[src/rtl/alu_bitcount.sv]
// Multi-cycle Zbb bit-count unit: CTZ, CLZ, CPOP and their word variants.
// One operand byte is consumed per cycle, so latency is fixed (9 or 5 cycles).
// CLZ reuses the trailing-count datapath by reversing the operand at capture.
module alu_bitcount #(
  parameter int RISCV_ARCH = 64
) (
  input  logic                  i_clk,
  input  logic                  i_rst,
  input  logic                  i_ena,
  input  logic [1:0]            i_mode,
  input  logic                  i_rv32,
  input  logic [RISCV_ARCH-1:0] i_a1,
  output logic [RISCV_ARCH-1:0] o_res,
  output logic                  o_valid,
  output logic                  o_busy
);

  localparam logic [1:0] ModeCtz  = 2'd0;
  localparam logic [1:0] ModeClz  = 2'd1;
  localparam logic [1:0] ModeCpop = 2'd2;

  typedef enum logic [1:0] {
    StIdle = 2'd0,
    StProc = 2'd1,
    StDone = 2'd2
  } state_e;

  state_e                  state_q, state_d;
  logic [RISCV_ARCH-1:0]   work_q, work_d;
  logic [6:0]              cnt_q, cnt_d;
  logic                    found_q, found_d;
  logic [3:0]              left_q, left_d;
  logic [1:0]              mode_q, mode_d;
  logic [RISCV_ARCH-1:0]   res_q, res_d;
  logic                    valid_q, valid_d;
  logic                    busy_q, busy_d;
  logic [RISCV_ARCH-1:0]   opnd;
  logic [7:0]              byte_cur;

  // Trailing zeros of a nonzero byte; zero bytes are handled by the caller.
  function automatic logic [3:0] ctz8(input logic [7:0] b);
    logic [3:0] r;
    r = 4'd8;
    for (int i = 7; i >= 0; i--) begin
      if (b[i]) r = 4'(i);
    end
    return r;
  endfunction

  function automatic logic [3:0] popcount8(input logic [7:0] b);
    logic [3:0] r;
    r = 4'd0;
    for (int i = 0; i < 8; i++) begin
      r = r + {3'b000, b[i]};
    end
    return r;
  endfunction

  // Operand formatting at capture: word masking and bit reversal for CLZ.
  always_comb begin
    opnd = '0;
    if (i_mode == ModeClz) begin
      if (i_rv32) begin
        for (int i = 0; i < 32; i++) opnd[i] = i_a1[31-i];
      end else begin
        for (int i = 0; i < RISCV_ARCH; i++) opnd[i] = i_a1[RISCV_ARCH-1-i];
      end
    end else begin
      if (i_rv32) opnd[31:0] = i_a1[31:0];
      else        opnd = i_a1;
    end
  end

  assign byte_cur = work_q[7:0];

  // Next-state and datapath updates for the byte-serial counter.
  always_comb begin
    state_d = state_q;
    work_d  = work_q;
    cnt_d   = cnt_q;
    found_d = found_q;
    left_d  = left_q;
    mode_d  = mode_q;
    res_d   = res_q;
    valid_d = 1'b0;
    busy_d  = busy_q;
    unique case (state_q)
      StIdle: begin
        busy_d = 1'b0;
        if (i_ena) begin
          work_d  = opnd;
          cnt_d   = 7'd0;
          found_d = 1'b0;
          left_d  = i_rv32 ? 4'd4 : 4'd8;
          mode_d  = i_mode;
          busy_d  = 1'b1;
          state_d = StProc;
        end
      end
      StProc: begin
        if (mode_q == ModeCtz || mode_q == ModeClz) begin
          if (!found_q) begin
            if (byte_cur == 8'd0) begin
              cnt_d = cnt_q + 7'd8;
            end else begin
              cnt_d   = cnt_q + {3'b000, ctz8(byte_cur)};
              found_d = 1'b1;
            end
          end
        end else if (mode_q == ModeCpop) begin
          cnt_d = cnt_q + {3'b000, popcount8(byte_cur)};
        end
        work_d = work_q >> 8;
        left_d = left_q - 4'd1;
        if (left_q == 4'd1) begin
          // Result register loads only on the edge entering DONE.
          res_d      = '0;
          res_d[6:0] = cnt_d;
          valid_d    = 1'b1;
          state_d    = StDone;
        end
      end
      StDone: begin
        busy_d  = 1'b0;
        state_d = StIdle;
      end
      default: begin
        busy_d  = 1'b0;
        state_d = StIdle;
      end
    endcase
  end

  // State and output registers with asynchronous reset.
  always_ff @(posedge i_clk or posedge i_rst) begin
    if (i_rst) begin
      state_q <= StIdle;
      work_q  <= '0;
      cnt_q   <= 7'd0;
      found_q <= 1'b0;
      left_q  <= 4'd0;
      mode_q  <= 2'd0;
      res_q   <= '0;
      valid_q <= 1'b0;
      busy_q  <= 1'b0;
    end else begin
      state_q <= state_d;
      work_q  <= work_d;
      cnt_q   <= cnt_d;
      found_q <= found_d;
      left_q  <= left_d;
      mode_q  <= mode_d;
      res_q   <= res_d;
      valid_q <= valid_d;
      busy_q  <= busy_d;
    end
  end

  assign o_res   = res_q;
  assign o_valid = valid_q;
  assign o_busy  = busy_q;

endmodule
[config.mk]
export PLATFORM = sky130hd
export DESIGN_NAME = alu_bitcount
export DESIGN_NICKNAME = d
export VERILOG_FILES = /design/src/rtl/alu_bitcount.sv
export SDC_FILE = /design/constraint.sdc
export NUM_CORES = 1
export LEC_CHECK = 0
export BUFFER_PORTS_ARGS = -buffer_cell sky130_fd_sc_hd__buf_2
export CAP_MARGIN = 20
export CORE_ASPECT_RATIO = 2
export CORE_UTILIZATION = 50
export DETAILED_ROUTE_END_ITERATION = 10
export GPL_TIMING_DRIVEN = 0
export PLACE_DENSITY_LB_ADDON = 0.05
export SYNTH_ARGS = -nofsm -noshare
export SYNTH_HDL_FRONTEND = slang
export SYNTH_SLANG_ARGS = --single-unit
[constraint.sdc]
create_clock -name i_clk -period 5.1 [get_ports i_clk]
set_input_delay 0.765 -clock i_clk [delete_from_list [all_inputs] [get_ports i_clk]]
set_output_delay 0.765 -clock i_clk [all_outputs]
set_load 0.005 [all_outputs]
==> results.toml, run 1 <==
[synth]
syn_area_sq_um = 6090
synth_edf_count = 0
avgSynthCellArea_sq_um = 8.12
ys.flop_type = "dfrtp_1"
synth-seq-cells = 89
ys_types = 55
synth_top_area_share_pct = 36.6
yosysTopAreaCell = "dfrtp_1"
yosysMostFrequentCell = "nand2_1"
yosys-top-cells-area = "dfrtp_1 (37%), nand2_1 (8.1%), mux2i_1 (7.7%)"
ys_seq_area_share_pct = 36.6
synthArstFlopShare_pct = 100
ys_top_cells_by_count = "nand2_1 (131), a21oi_1 (93), dfrtp_1 (89)"
synth_warnings = 0
syn_inst = 750

[cells_and_area]
stdcell_count = 1045
drive_above_1_share_pct = 19.4
fill_cells = 1147
nets = 985
syn2layout_area_growth_pct = 17.8
antenna_cells = 0
regArea_sq_um = 2230
multi_input_area_sq_um = 3350

[run_status]
status = "complete, no violations"

[clock_tree]
clockBufferDepth = 2
clk_latency_ns = 0.35
cts_buffers = 9
clk_pin_slew_ns = 0.07
cts-root-buf = "clkbuf_16"
clock_sinks = 89
cts_resized = 0
postCtsSetupBuffers = 0
htree_levels = 3
cts_tree = "built"
postCtsHoldBufs = 0

[drt]
top_layer_used = "met4"
viasPerCell = 5.58
avgRoutedWirePerCell_microns = 18.9
dr.pass1.iters = 5
initialDrtViolationCount = 408
drc = 0
vias = 5826
ant_nets = 0
met2WireLength_microns = 10600
dr_wl_met3_microns = 843
drt-met1-wl_microns = 6610
wl_microns = 19800

[setup_path]
critical_path_arrival_ns = 4.27
start_kind = "flop"
crit_path_end_kind = "flop"
path_class = "reg -> reg"
crit_required_ns = 5.33
critPathMaxFanout = 5

[floorplanning]
start_util_pct = 51.7
core_sq_um = 11800
die_w_microns = 80.0
die_area_sq_um = 12700
die_height_microns = 158
io_pins = 136
num_rows = 56

[timing]
max_slew_margin_pct = 54.3
grt_setup_unrepaired = "false"
setup_tns_ns = 0
fin_crit_ns = 4.04
hold_viol = 0
drv_slew = 0
holdWs_ns = 0.359
worst_pin_slew_ns = 0.685
skew_ns = 0.0154
fmax_ghz = 0.248
period_share_pct = 79.1
setup_viol = 0

[global_route]
antenna_found_initial = 0
grt_start_max_net_pins = 73
track_usage_pct = 33.0
grt_pass1_wl_microns = 30500
grt_pass1_vias = 5857
grt.overflow.total = 0

[pwr]
power_density_nw_per_um2 = 471
p_leak_nw = 3.48
ir_drop_mv = 0.313

[place]
place_inst = 1029
io_buffer_count = 77
hpwl_microns = 16000
place.gp.congestion = 1.01

[run]
drv_cap = 0

[worst_hold_path]
holdCritPathClass = "in -> async"
[kinds of logic (layout without fill, tap and decap cells)]
group           count (synthesis)  after routing  share of synthesized area, %
compound gates                236            236                          22.6
simple gates                  217            217                          15.0
buf+inv                       132            226                          11.9
flops                          89             89                          36.6
mux                            52             52                          8.65
fa+ha+maj                      20             20                          4.85
xor+xnor                        3              3                         0.432
other cells                     1             57                        0.0616
[metal layers]
metal,track usage [%],vias to the layer above
met2,60.6,220
li1,-,2765
met5,0,-
met1,32.0,2761
met4,25.8,0
met3,4.73,80
[where the power goes]
part	internal, W	switching (W)	total, W
clock	0.000337	0.000298	0.000635
combinational	0.000656	0.000941	0.00160
sequential	0.000938	0.000206	0.00114
total	0.00193	0.00145	0.00338
[worst paths after layout]
kind | end | depth (start not counted) | slack (ns) | from
worst max-delay path | o_res[6] | 11 | 1.06 | work_q[0]
worst min-delay path | work_q[3] | 2 | 0.36 | i_rst
worst max register to register | o_res[6] | 11 | 1.06 | work_q[0]
worst min register to register | work_q[14] | 2 | 0.48 | work_q[14]
max in group asynchronous | o_res[3] | 3 | 4.10 | i_rst
min in group i_clk | work_q[14] | 2 | 0.48 | work_q[14]
[cells in the final DEF (no fill, tap or decap), types with 2 or more instances in the layout]
cell type   instances
o211ai_1            2
a21oi_1            93
a22o_1              3
or3_1               2
o21a_1              4
nor2b_1             5
fa_1                6
clkbuf_1           37
mux2i_1            47
dfrtp_1            89
o31a_1              3
clkinvlp_4          2
inv_6               2
conb_1             57
a22oi_1            32
nor3b_1             5
o31ai_1             3
inv_1              21
o21ai_0            66
clkbuf_16           9
a31oi_1             3
nand2b_1            6
nor2_1             55
a21o_1              2
mux2_2              5
buf_4              57
nor3_1              5
o21bai_1            2
xor2_1              2
buf_2              88
buf_1               5
o21ai_1             9
ha_1               14
nand2_1           131
[layout make-up]
cell class	count	share of cell area [%]
plain buffers	109	8.88
clock buffers	10	3.19
clock inverters	6	0.680
inverters	23	1.24
multi-input cells	585	46.7
flip-flops and latches	89	31.0
well taps	145	2.53
repair buffers	78	5.76
[critical path, cell delays in order (launching register included)]
cell,delay (ns)
dfrtp_1,0.45
fa_1,0.55
inv_1,0.05
fa_1,0.49
fa_1,0.43
fa_1,0.46
fa_1,0.43
nand2b_1,0.18
a211oi_1,0.55
nor3b_1,0.12
mux2i_1,0.16
nand2_1,0.06
[state kept, by name (all words and copies together) (netlist names)]
register and cells:
o_valid 1, mode_q 2, work_q 64, o_busy 1
cnt_q 7, left_q 4, o_res 7, state_q 2
found_q 1
[through the flow]
step | total power, W | area [sq um] | util [%] | setup WS (ns)
after floorplan | 0.00222 | 6300 | - | 1.51
after global placement | 0.00265 | 6870 | 58.3 | 0.940
after detailed placement | 0.00274 | 6900 | 58.6 | 1.05
after CTS | 0.00338 | 7170 | 60.9 | 1.04
after global routing | 0.00362 | 7170 | 60.9 | 0.860
final | 0.00338 | 7170 | 60.9 | 1.06
No activity file was read; power rests on OpenSTA's default activity.
==> run 2, diff against run 1 <==
==> constraint.sdc (replaced) <==
create_clock -name i_clk -period 3.6 [get_ports i_clk]
set_input_delay 0.54 -clock i_clk [delete_from_list [all_inputs] [get_ports i_clk]]
set_output_delay 0.54 -clock i_clk [all_outputs]
set_load 0.005 [all_outputs]
==> run 2 against run 1 <==
  * Sequential power grew 42%
  * Maximum frequency grew 12%
  * Routed wire length grew 0.53%
  * Critical path type unchanged
  * Flip-flop and latch count is the same
  * Largest cell class unchanged
  * Sequential share of layout area shrank 0.28 points
  * Global-route usage grew 0.14 points
  * Critical path depth shrank 2
  * Clock skew shrank 0.0022 ns
  * Critical endpoint is now o_res[1]
  * Clock power grew 43%
  * Non-clock buffer count grew 4
  * Via count is essentially flat
  * Final area grew 1.0%
==> results.toml, run 2 (synthesized netlist as in run 1, its figures left out) <==
[floorplanning]
die_w_microns = 80.0
num_rows = 56
die_area_sq_um = 12700
core_sq_um = 11800
start_util_pct = 51.7
io_pins = 136
die_height_microns = 158

[cells_and_area]
layout_common_cells = "nand2_1 (131), a21oi_1 (92), buf_2 (88)"
final_util_pct = 61.6
final_common_cell = "nand2_1"
antenna_cells = 0
largest_register = "work_q"
nets = 989
drive_above_1_share_pct = 20.7
largest_reg_flops = 64
syn2layout_area_growth_pct = 19.0

[timing]
holdWs_ns = 0.132
max_slew_margin_pct = 53.7
setup_viol = 0
drv_slew = 0
skew_ns = 0.0132
fmax_ghz = 0.278
grt_setup_unrepaired = "true"
setup_tns_ns = 0
fin_ws_ns = 0.00628
fin_crit_ns = 3.59
worst_pin_slew_ns = 0.694
hold_viol = 0
period_share_pct = 99.8

[clock_tree]
cts_tree = "built"
cts-root-buf = "clkbuf_16"
cts_buffers = 9
clockBufferDepth = 2
clk_pin_slew_ns = 0.07
clk_latency_ns = 0.35
clock_sinks = 89
htree_levels = 3

[global_route]
track_usage_pct = 33.1
grt_pass1_wl_microns = 30600
antenna_found_initial = 0
grt_pass1_vias = 5848
grt.overflow.total = 0
grt_start_max_net_pins = 73

[pwr]
p_sw_w = 0.00209
sw_frac_of_total_pct = 42.7
p_seq_share_pct = 33.1
power_density_nw_per_um2 = 674
pwr-share-comb_pct = 48.4
p_clk_share_pct = 18.5
p_leak_nw = 3.52
p_int_w = 0.00280
power.total_w = 0.00488
ir_drop_mv = 0.458

[place]
place.gp.congestion = 1.01
place_ws_ns = -0.446
io_buffer_count = 77
hpwl_microns = 16000

[drt]
avgRoutedWirePerCell_microns = 18.9
viasPerCell = 5.56
drc = 0
vias = 5831
initialDrtViolationCount = 440
dr.pass1.iters = 5
ant_nets = 0
wl_microns = 19900

[setup_path]
start_kind = "flop"
path_class = "reg -> reg"
crit_required_ns = 3.83
crit_path_end_kind = "flop"
crit_start = "work_q[0]"
critPathMaxFanout = 2
critical_path_arrival_ns = 3.83
r2r_slack_ns = 0.006
rr_startpoint = "work_q[0]"

[run_status]
status = "complete, no violations"

[run]
drv_cap = 0

[worst_hold_path]
holdCritPathClass = "in -> async"
run 2: routing by layer:
metal	share of wire (%)	vias to the layer above	global-route usage (%)	wire length (microns)
met5	0	-	0	0
li1	-	2762	-	-
met2	54	206	61.3	10800
met3	4.4	74	4.78	882
met1	33	2789	32.0	6610
met4	8.1	0	25.3	1610
run 2: cell type report:
type                            instances  area (sq um)
Multi-Input combinational cell        585          3390
Clock inverter                          6          48.8
Timing Repair Buffer                   82           443
Tap cell                              145           181
Clock buffer                           10           229
Sequential cell                        89          2230
Fill cell                            1140          4520
Buffer                                109           637
Inverter                               23          88.8
run 2: path summary, 6_finish.rpt:
check / end / depth (start not counted)
worst min-delay path: work_q[4] / 2
max in group asynchronous: cnt_q[2] / 3
worst min register to register: o_res[5] / 2
min in group i_clk: mode_q[1] / 3
worst max register to register: o_res[1] / 9
worst max-delay path: o_res[1] / 9
run 2: power by group through the flow:
stage	clock (W)	sequential (W)	combinational [W]
3_3_place_gp	0	0.00162	0.00214
5_1_grt	0.000953	0.00165	0.00263
6_report	0.000905	0.00162	0.00236
3_5_place_dp	0	0.00164	0.00225
4_1_cts	0.000905	0.00161	0.00235
2_1_floorplan	0	0.00153	0.00161
run 2: what timing repair did:
item                                   CTS  global route
setup endpoints to repair                8             8
hold buffers                             0             0
resized for setup                       10             2
buffers inserted                         3             1
pin swaps                                2             3
endpoints found under the hold margin    0             0
run 2: worst max-delay path, stage by stage, from the launching register on:
cell and delay [ns]:
dfrtp_2 0.42, fa_1 0.53, inv_1 0.05, fa_1 0.49, fa_1 0.43, fa_2 0.40, fa_2 0.54, mux2i_1 0.06
mux2_4 0.31, mux2_4 0.26
run 2: through the flow:
| stage | cells | instance area, sq um |
|---|---|---|
| finish | 1049 | 7250 |
| global route | 1049 | 7250 |
| CTS | 1048 | 7240 |
| detailed placement | 1029 | 6900 |
| global placement | 1028 | 6870 |
| floorplan | 806 | 6300 |
